==> src/rtl/puf_response_collector.sv <==
// Race sequencer and response capture for the ring-oscillator PUF arbiter.
// Runs RESP_W races per challenge and hands the word off with ready/ack.
module puf_response_collector #(
    parameter int unsigned RESP_W  = 8,
    parameter int unsigned TIMEOUT = 255
) (
    input  logic              clk,
    input  logic              rst,
    input  logic              start,
    input  logic              winner,
    input  logic              done,
    input  logic              ack,
    output logic              race_clear,
    output logic [RESP_W-1:0] response,
    output logic              ready,
    output logic              busy,
    output logic              timeout_err
);

    localparam int unsigned IDX_W   = (RESP_W > 1) ? $clog2(RESP_W) : 1;
    localparam int unsigned TIMER_W = 16;

    localparam logic [IDX_W-1:0]   LAST_IDX  = IDX_W'(RESP_W - 1);
    localparam logic [TIMER_W-1:0] TIMEOUT_V = TIMER_W'(TIMEOUT);
    localparam logic [TIMER_W-1:0] TIMER_MAX = '1;

    typedef enum logic [1:0] {
        S_IDLE,
        S_CLEAR,
        S_RACE,
        S_HOLD
    } state_t;

    state_t             state;
    logic [IDX_W-1:0]   bit_idx;
    logic [TIMER_W-1:0] timer;
    logic [RESP_W-1:0]  shreg;

    // done is blanked while timer==0 so the clear pulse has reached the arbiter
    logic race_active_c;
    logic capture_c;
    assign race_active_c = (timer != '0);
    assign capture_c     = race_active_c && (done || (timer == TIMEOUT_V));

    assign response = shreg;

    always_ff @(posedge clk or negedge rst) begin
        if (!rst) begin
            state       <= S_IDLE;
            bit_idx     <= '0;
            timer       <= '0;
            shreg       <= '0;
            race_clear  <= 1'b0;
            ready       <= 1'b0;
            busy        <= 1'b0;
            timeout_err <= 1'b0;
        end else begin
            race_clear <= 1'b0;
            case (state)
                S_IDLE: begin
                    if (start) begin
                        state       <= S_CLEAR;
                        bit_idx     <= '0;
                        shreg       <= '0;
                        timeout_err <= 1'b0;
                        race_clear  <= 1'b1;
                        busy        <= 1'b1;
                    end
                end
                S_CLEAR: begin
                    timer <= '0;
                    state <= S_RACE;
                end
                S_RACE: begin
                    if (timer != TIMER_MAX) begin
                        timer <= timer + TIMER_W'(1);
                    end
                    if (capture_c) begin
                        // a real result always beats a coincident timeout
                        shreg[bit_idx] <= done ? winner : 1'b0;
                        if (!done) begin
                            timeout_err <= 1'b1;
                        end
                        if (bit_idx == LAST_IDX) begin
                            state <= S_HOLD;
                            busy  <= 1'b0;
                            ready <= 1'b1;
                        end else begin
                            bit_idx    <= bit_idx + IDX_W'(1);
                            state      <= S_CLEAR;
                            race_clear <= 1'b1;
                        end
                    end
                end
                S_HOLD: begin
                    if (ack) begin
                        state <= S_IDLE;
                        ready <= 1'b0;
                    end
                end
                default: begin
                    state <= S_IDLE;
                    ready <= 1'b0;
                    busy  <= 1'b0;
                end
            endcase
        end
    end

endmodule

==> config.mk <==
export PLATFORM = sky130hd
export DESIGN_NAME = puf_response_collector
export DESIGN_NICKNAME = d
export VERILOG_FILES = /design/src/rtl/puf_response_collector.sv
export SDC_FILE = /design/constraint.sdc
export NUM_CORES = 1
export LEC_CHECK = 0
export ABC_AREA = 1
export CORE_MARGIN = 2
export CORE_UTILIZATION = 26
export CTS_BUF_LIST = sky130_fd_sc_hd__clkbuf_4
export DETAILED_ROUTE_END_ITERATION = 8
export HOLD_SLACK_MARGIN = 0.15
export SKIP_LAST_GASP = 1
export SYNTH_ARGS = -nofsm -noshare
export SYNTH_HDL_FRONTEND = slang
export SYNTH_SLANG_ARGS = --single-unit
==> constraint.sdc <==
create_clock -name clk -period 2.1 [get_ports clk]
set_clock_uncertainty 0.15 [all_clocks]
set_input_delay 0.21 -clock clk [delete_from_list [all_inputs] [get_ports clk]]
set_output_delay 0.21 -clock clk [all_outputs]
set_load 0.02 [all_outputs]
# == Word-level counts from Yosys, hierarchy flattened ==
# Cells that the tools add are included.
# op_classes
add_sub_neg,2
magnitude_cmp,2
eq_ne,13
muxes,34
n_reduce_logical,15
# ops
operator,n
$pmux 16 s2,1
$add 16x1->16 const B,1
$eq 16x8->1 const B,1
$mux 16,1
$mux 8,2
$ne 16x16->1 const B,1
$pmux 8 s2,1
$reduce_and 4->1,4
$reduce_bool 16->1,1
$mux 1,14
$ne 2x2->1 const B,7
$mux 3,3
$bwmux 8,1
$mux 2,4
$pmux 1 s2,4
$pmux 2 s4,1
$pmux 3 s2,1
$reduce_and 3->1,2
$reduce_bool 2->1,3
$eq 2x2->1 const B,2
$lt 3x4->1 const B,1
$add 3x1->3 const B,1
$demux 1 s3,1
$eq 3x3->1 const B,1
other kinds (6),7
# word_totals
regBits,33
inputBits,6
word_cells,74

# == Logic depth before layout (Yosys ltp) ==
# depth
word_depth,7
depth_mapped,12
ltp_nobuf,11

# == Least setup slack after synthesis ==
# OpenSTA, ideal clock, no wires.
# synth_timing
path_kind,flip-flop to flip-flop
from,register timer[0]
to,register busy
arrival_ns,1.326
t_required_ns,1.824
path_slack_ns,0.498
path_stages_with_launch,12
n_path_buf,1
period_less_slack_ns,1.602
path_cell_list,dfrtp_1 > ha_1 > nand3_2 > nor2_2 > nand2_1 > nand2_2 > nand2_2 > nand2_2 > buf_6 > nand3_1 > nand2_1 > nand2_1
# synth_via
elab_chain_cells,5
word_cells_on_any_way,6
# synth_lines
element,line_no,text
"start, declared",36,logic [TIMER_W-1:0] timer;
"start signal, assigned",76,timer <= timer + TIMER_W'(1);
$eq 16x8->1,43,assign capture_c = race_active_c && (done || (timer == TIMEOUT_V));
$logic_or 1x1->1,43,
$logic_and 1x1->1 (*),43,
$ne 2x2->1 (no line) (*),--,
$reduce_and 4->1 (no line) (*),--,
"end signal, assigned",55,busy <= 1'b0;
"end signal, assigned",67,busy <= 1'b1;
"end signal, assigned",86,busy <= 1'b0;
"end, declared",16,"output logic busy,"
# Every way passes the cells marked *; elsewhere a longest branch is shown, timed or not.
# A chain may end at the register's enable or synchronous reset.

# == Final worst setup path ==
# layout_timing
from,register timer[1]
to,register timer[15]
# layout_via
elab_chain_cells,3
word_cells_on_any_way,6
# layout_lines
element,line_no
$add 16x1->16 / $ne 16x16->1 (equally long branches),"76, 75"
$mux 16 / $ne 2x2->1 (equally long branches),--
$pmux 16 s2 / $reduce_and 2->1 (equally long branches),--
# Parallel ways exist; a longest one is shown, timed or not. The select of a mux whose other input is x is not followed.

==> impl_results.md <==
* Status: finished, final reports clean
* Met3 WL at 162 um
* Minimum clock period at 1.84 ns
* Worst-Margin Slew at 0.532 ns
* Clock power share at 0.158
* H-tree Lvls at 2
* Slew Viols, Final at 0
* Syn Nets at 269
* Max clock buf depth at 2
* Post-DP HPWL at 3030 um
* Diode count at 0
* Sequential Power Share at 0.384
* Ys Warns at 0
* P_int at 1.18 mW
* Crit Path Max Fanout at 9
* Routed WL per cell at 11.2 um
* Drt first pass iters at 5
* Critical Path Source: timer[1]
* DRT met1 WL at 2130 um
* LEAKAGE at 0.997 nW
* Vias in the first global route at 1595
* Relative slew slack at 0.643
* Max incr delay on CP at 0.39 ns
* Peak supply drop at 0.304 mV
* Synthesized cell area at 2000 sq um
* RD Place Congestion at 0.824
* Placed Cells at 370
* Worst r2r dst: timer[15]
* Initial antenna violation count at 0
* Req. time, crit path at 2.22 ns
* Port buffer count at 17
* Clock latency on the worst-skew pair at 0.33 ns
* Cells after Synth at 259
* Post-synth ARST share at 1.00
* CP max stage cell: dfrtp_1
* Layout cell share with drive strength beyond 1 at 0.0929
* Crit path capture: timer[15]
* Fin. Hold Viols at 0
* TritonCTS Buffers at 5
* Setup Viol. Count Final at 0
* Largest net degree at the start of global routing at 34
* Routed Antenna Nets at 0
* CTS root buffer: clkbuf_4
* Starting Density at 0.272
* Total vias in the final route at 1675
* Post-layout nets at 289
* Combinational share of power at 0.459
* First-pass GRT wire length at 7420 um
* Vias per cell at 4.42
* Commonest cells after routing, fill and taps aside: nand2_1, dfrtp_1, nand3_1, nor2_1, inv_1
* FP Rows at 31
* Setup TNS at 0 ns
* CTS clk-pin slew, worst paths at 0.11 ns
* Area delta synth->final at 15.8%
* Die span in y at 91.6 um
* Net Sw Frac at 0.465
* I/O pin count at 18
* Total clock sinks at 33
* Die width at 91.6 um
* Layout Cells excl Fill at 379
* Net Sw Power at 1.02 mW
* Post-synth EDFFs at 0
* Synth unique cells at 31
* Die area at 8390 sq um
* Post-CTS Setup Repair Bufs at 0
* Nature of the critical path endpoint: register
* Critical Path Source Type: register
* Pwr Density at 952 nW/um^2
* Delay-heaviest family, CP: simple AND/OR/NAND/NOR gates
* Final Cycle Share at 0.878
* Top Layer Used: met4
* Routed wl met2 at 1940 um
* Crit. path cell count at 9
* Worst path cell trace: ha_1 -> nand3_2 -> inv_1 -> nand2_2 -> o21ai_2 -> nand2_4 -> clkinv_2 -> nand2_1 -> o21ai_1
* Unrepaired setup endpoints after global routing: no
* Filler cells at 793
* CP bufs+invs at 2
* FF-to-FF Start: timer[1]
* Max-cap viol count at 0
* Worst reg-to-reg setup slack at 0.26 ns
* Gr ovfl total at 0
* Ys flop type: dfrtp_1
* Final Routed Wirelength at 4250 um
* Total Routing Usage GR at 0.110
* Post-synthesis sequential area ratio at 0.414
* DRC errors left at 0
* Hold crit path type: register to register
* Commonest non-fill, non-tap cell in the layout: nand2_1
* CTS tree: built
* Fmax at 543 MHz
* Initial DRC count at 120
* Syn_area_per_cell at 7.71 sq um
* Core Area at 7330 sq um
* Synth Register Bits at 33
* R2r worst-path depth at 9
* CP Class: register to register
* Arr. time, crit path at 1.96 ns
[routing by layer]
layer	up-vias	track usage
li1	891	-
met5	-	0
met1	759	0.150
met3	4	0.0320
met2	21	0.167
met4	0	0.0366
[through the flow]
step	area [sq um]	util	power [mW]	setup slack (ns)	hold slack, ns
final	2310	0.315	2.20	0.257	0.328
after global routing	2310	0.315	2.40	0.00684	0.357
after CTS	2310	0.315	2.22	0.201	0.336
after detailed placement	2250	0.306	1.86	0.227	0.308
after global placement	2250	0.306	1.85	0.287	0.310
after floorplan	2000	-	1.66	0.498	-0.236
[worst min-delay path, cell delays in order, from the launching register on]
cell     delay [ns]
dfrtp_1        0.36
nand2_1        0.05
nand2_1        0.04
[synth_stat cells (all sizes together) (2+ instances only)]
cell	count	area, sq um
nor2	30	133
o21bai	2	15.0
dfrtp	33	826
buf	6	51.3
nand3	26	135
o21ai	14	77.6
inv	25	93.8
or2	8	50.1
xor2	7	61.3
nand2	71	292
nand4	12	75.1
ha	4	50.1
o22ai	5	31.3
nor3	10	50.1
[how the worst min path moves through the flow]
stage	startpoint	end	slack [ns]	cells after the start
finish	response[4]	response[4]	0.33	2
global route	response[4]	response[4]	0.36	2
CTS	response[4]	response[4]	0.34	2
detailed placement	response[4]	response[4]	0.31	2
global placement	response[4]	response[4]	0.31	2
floorplan	rst	bit_idx[0]	-0.24	0
[registers in the layout, indices dropped and copies added (netlist names)]
register     flops
state            2
busy             1
ready            1
response         8
bit_idx          3
timer           16
timeout_err      1
race_clear       1
[logic make-up after synthesis]
group,after synthesis,share of synthesized area
AOI/OAI and AO/OA,23,0.0683
xor gates and xnor gates,8,0.0351
adders and majority gates,4,0.0251
buffers and inverters,32,0.0752
DFF,33,0.414
and+or+nand+nor,159,0.382
[layout make-up]
type	instances	area [sq um]	share of cell area
sequential	33	826	0.357
timing repair buffer	19	188	0.0812
tap	99	124	0.0536
inverter	26	98.8	0.0428
multi-input combinational	194	1020	0.443
clock buffer	5	37.5	0.0162
clock inverter	3	12.5	0.00541
[power by group through the flow]
stage               combinational (mW)  sequential, mW  clock (mW)
floorplan                        0.794           0.870           0
global placement                 0.995           0.852           0
detailed placement                1.00           0.858           0
CTS                               1.01           0.846       0.368
global route                      1.14           0.861       0.397
finish                            1.01           0.844       0.347
[timing repair]
action | in CTS | in global routing
endpoints found under the hold margin | 33 | 0
setup endpoints to repair | 0 | 1
hold buffers | 1 | 0
gates resized for setup | 0 | 1
No activity file was read; power rests on OpenSTA's default activity.
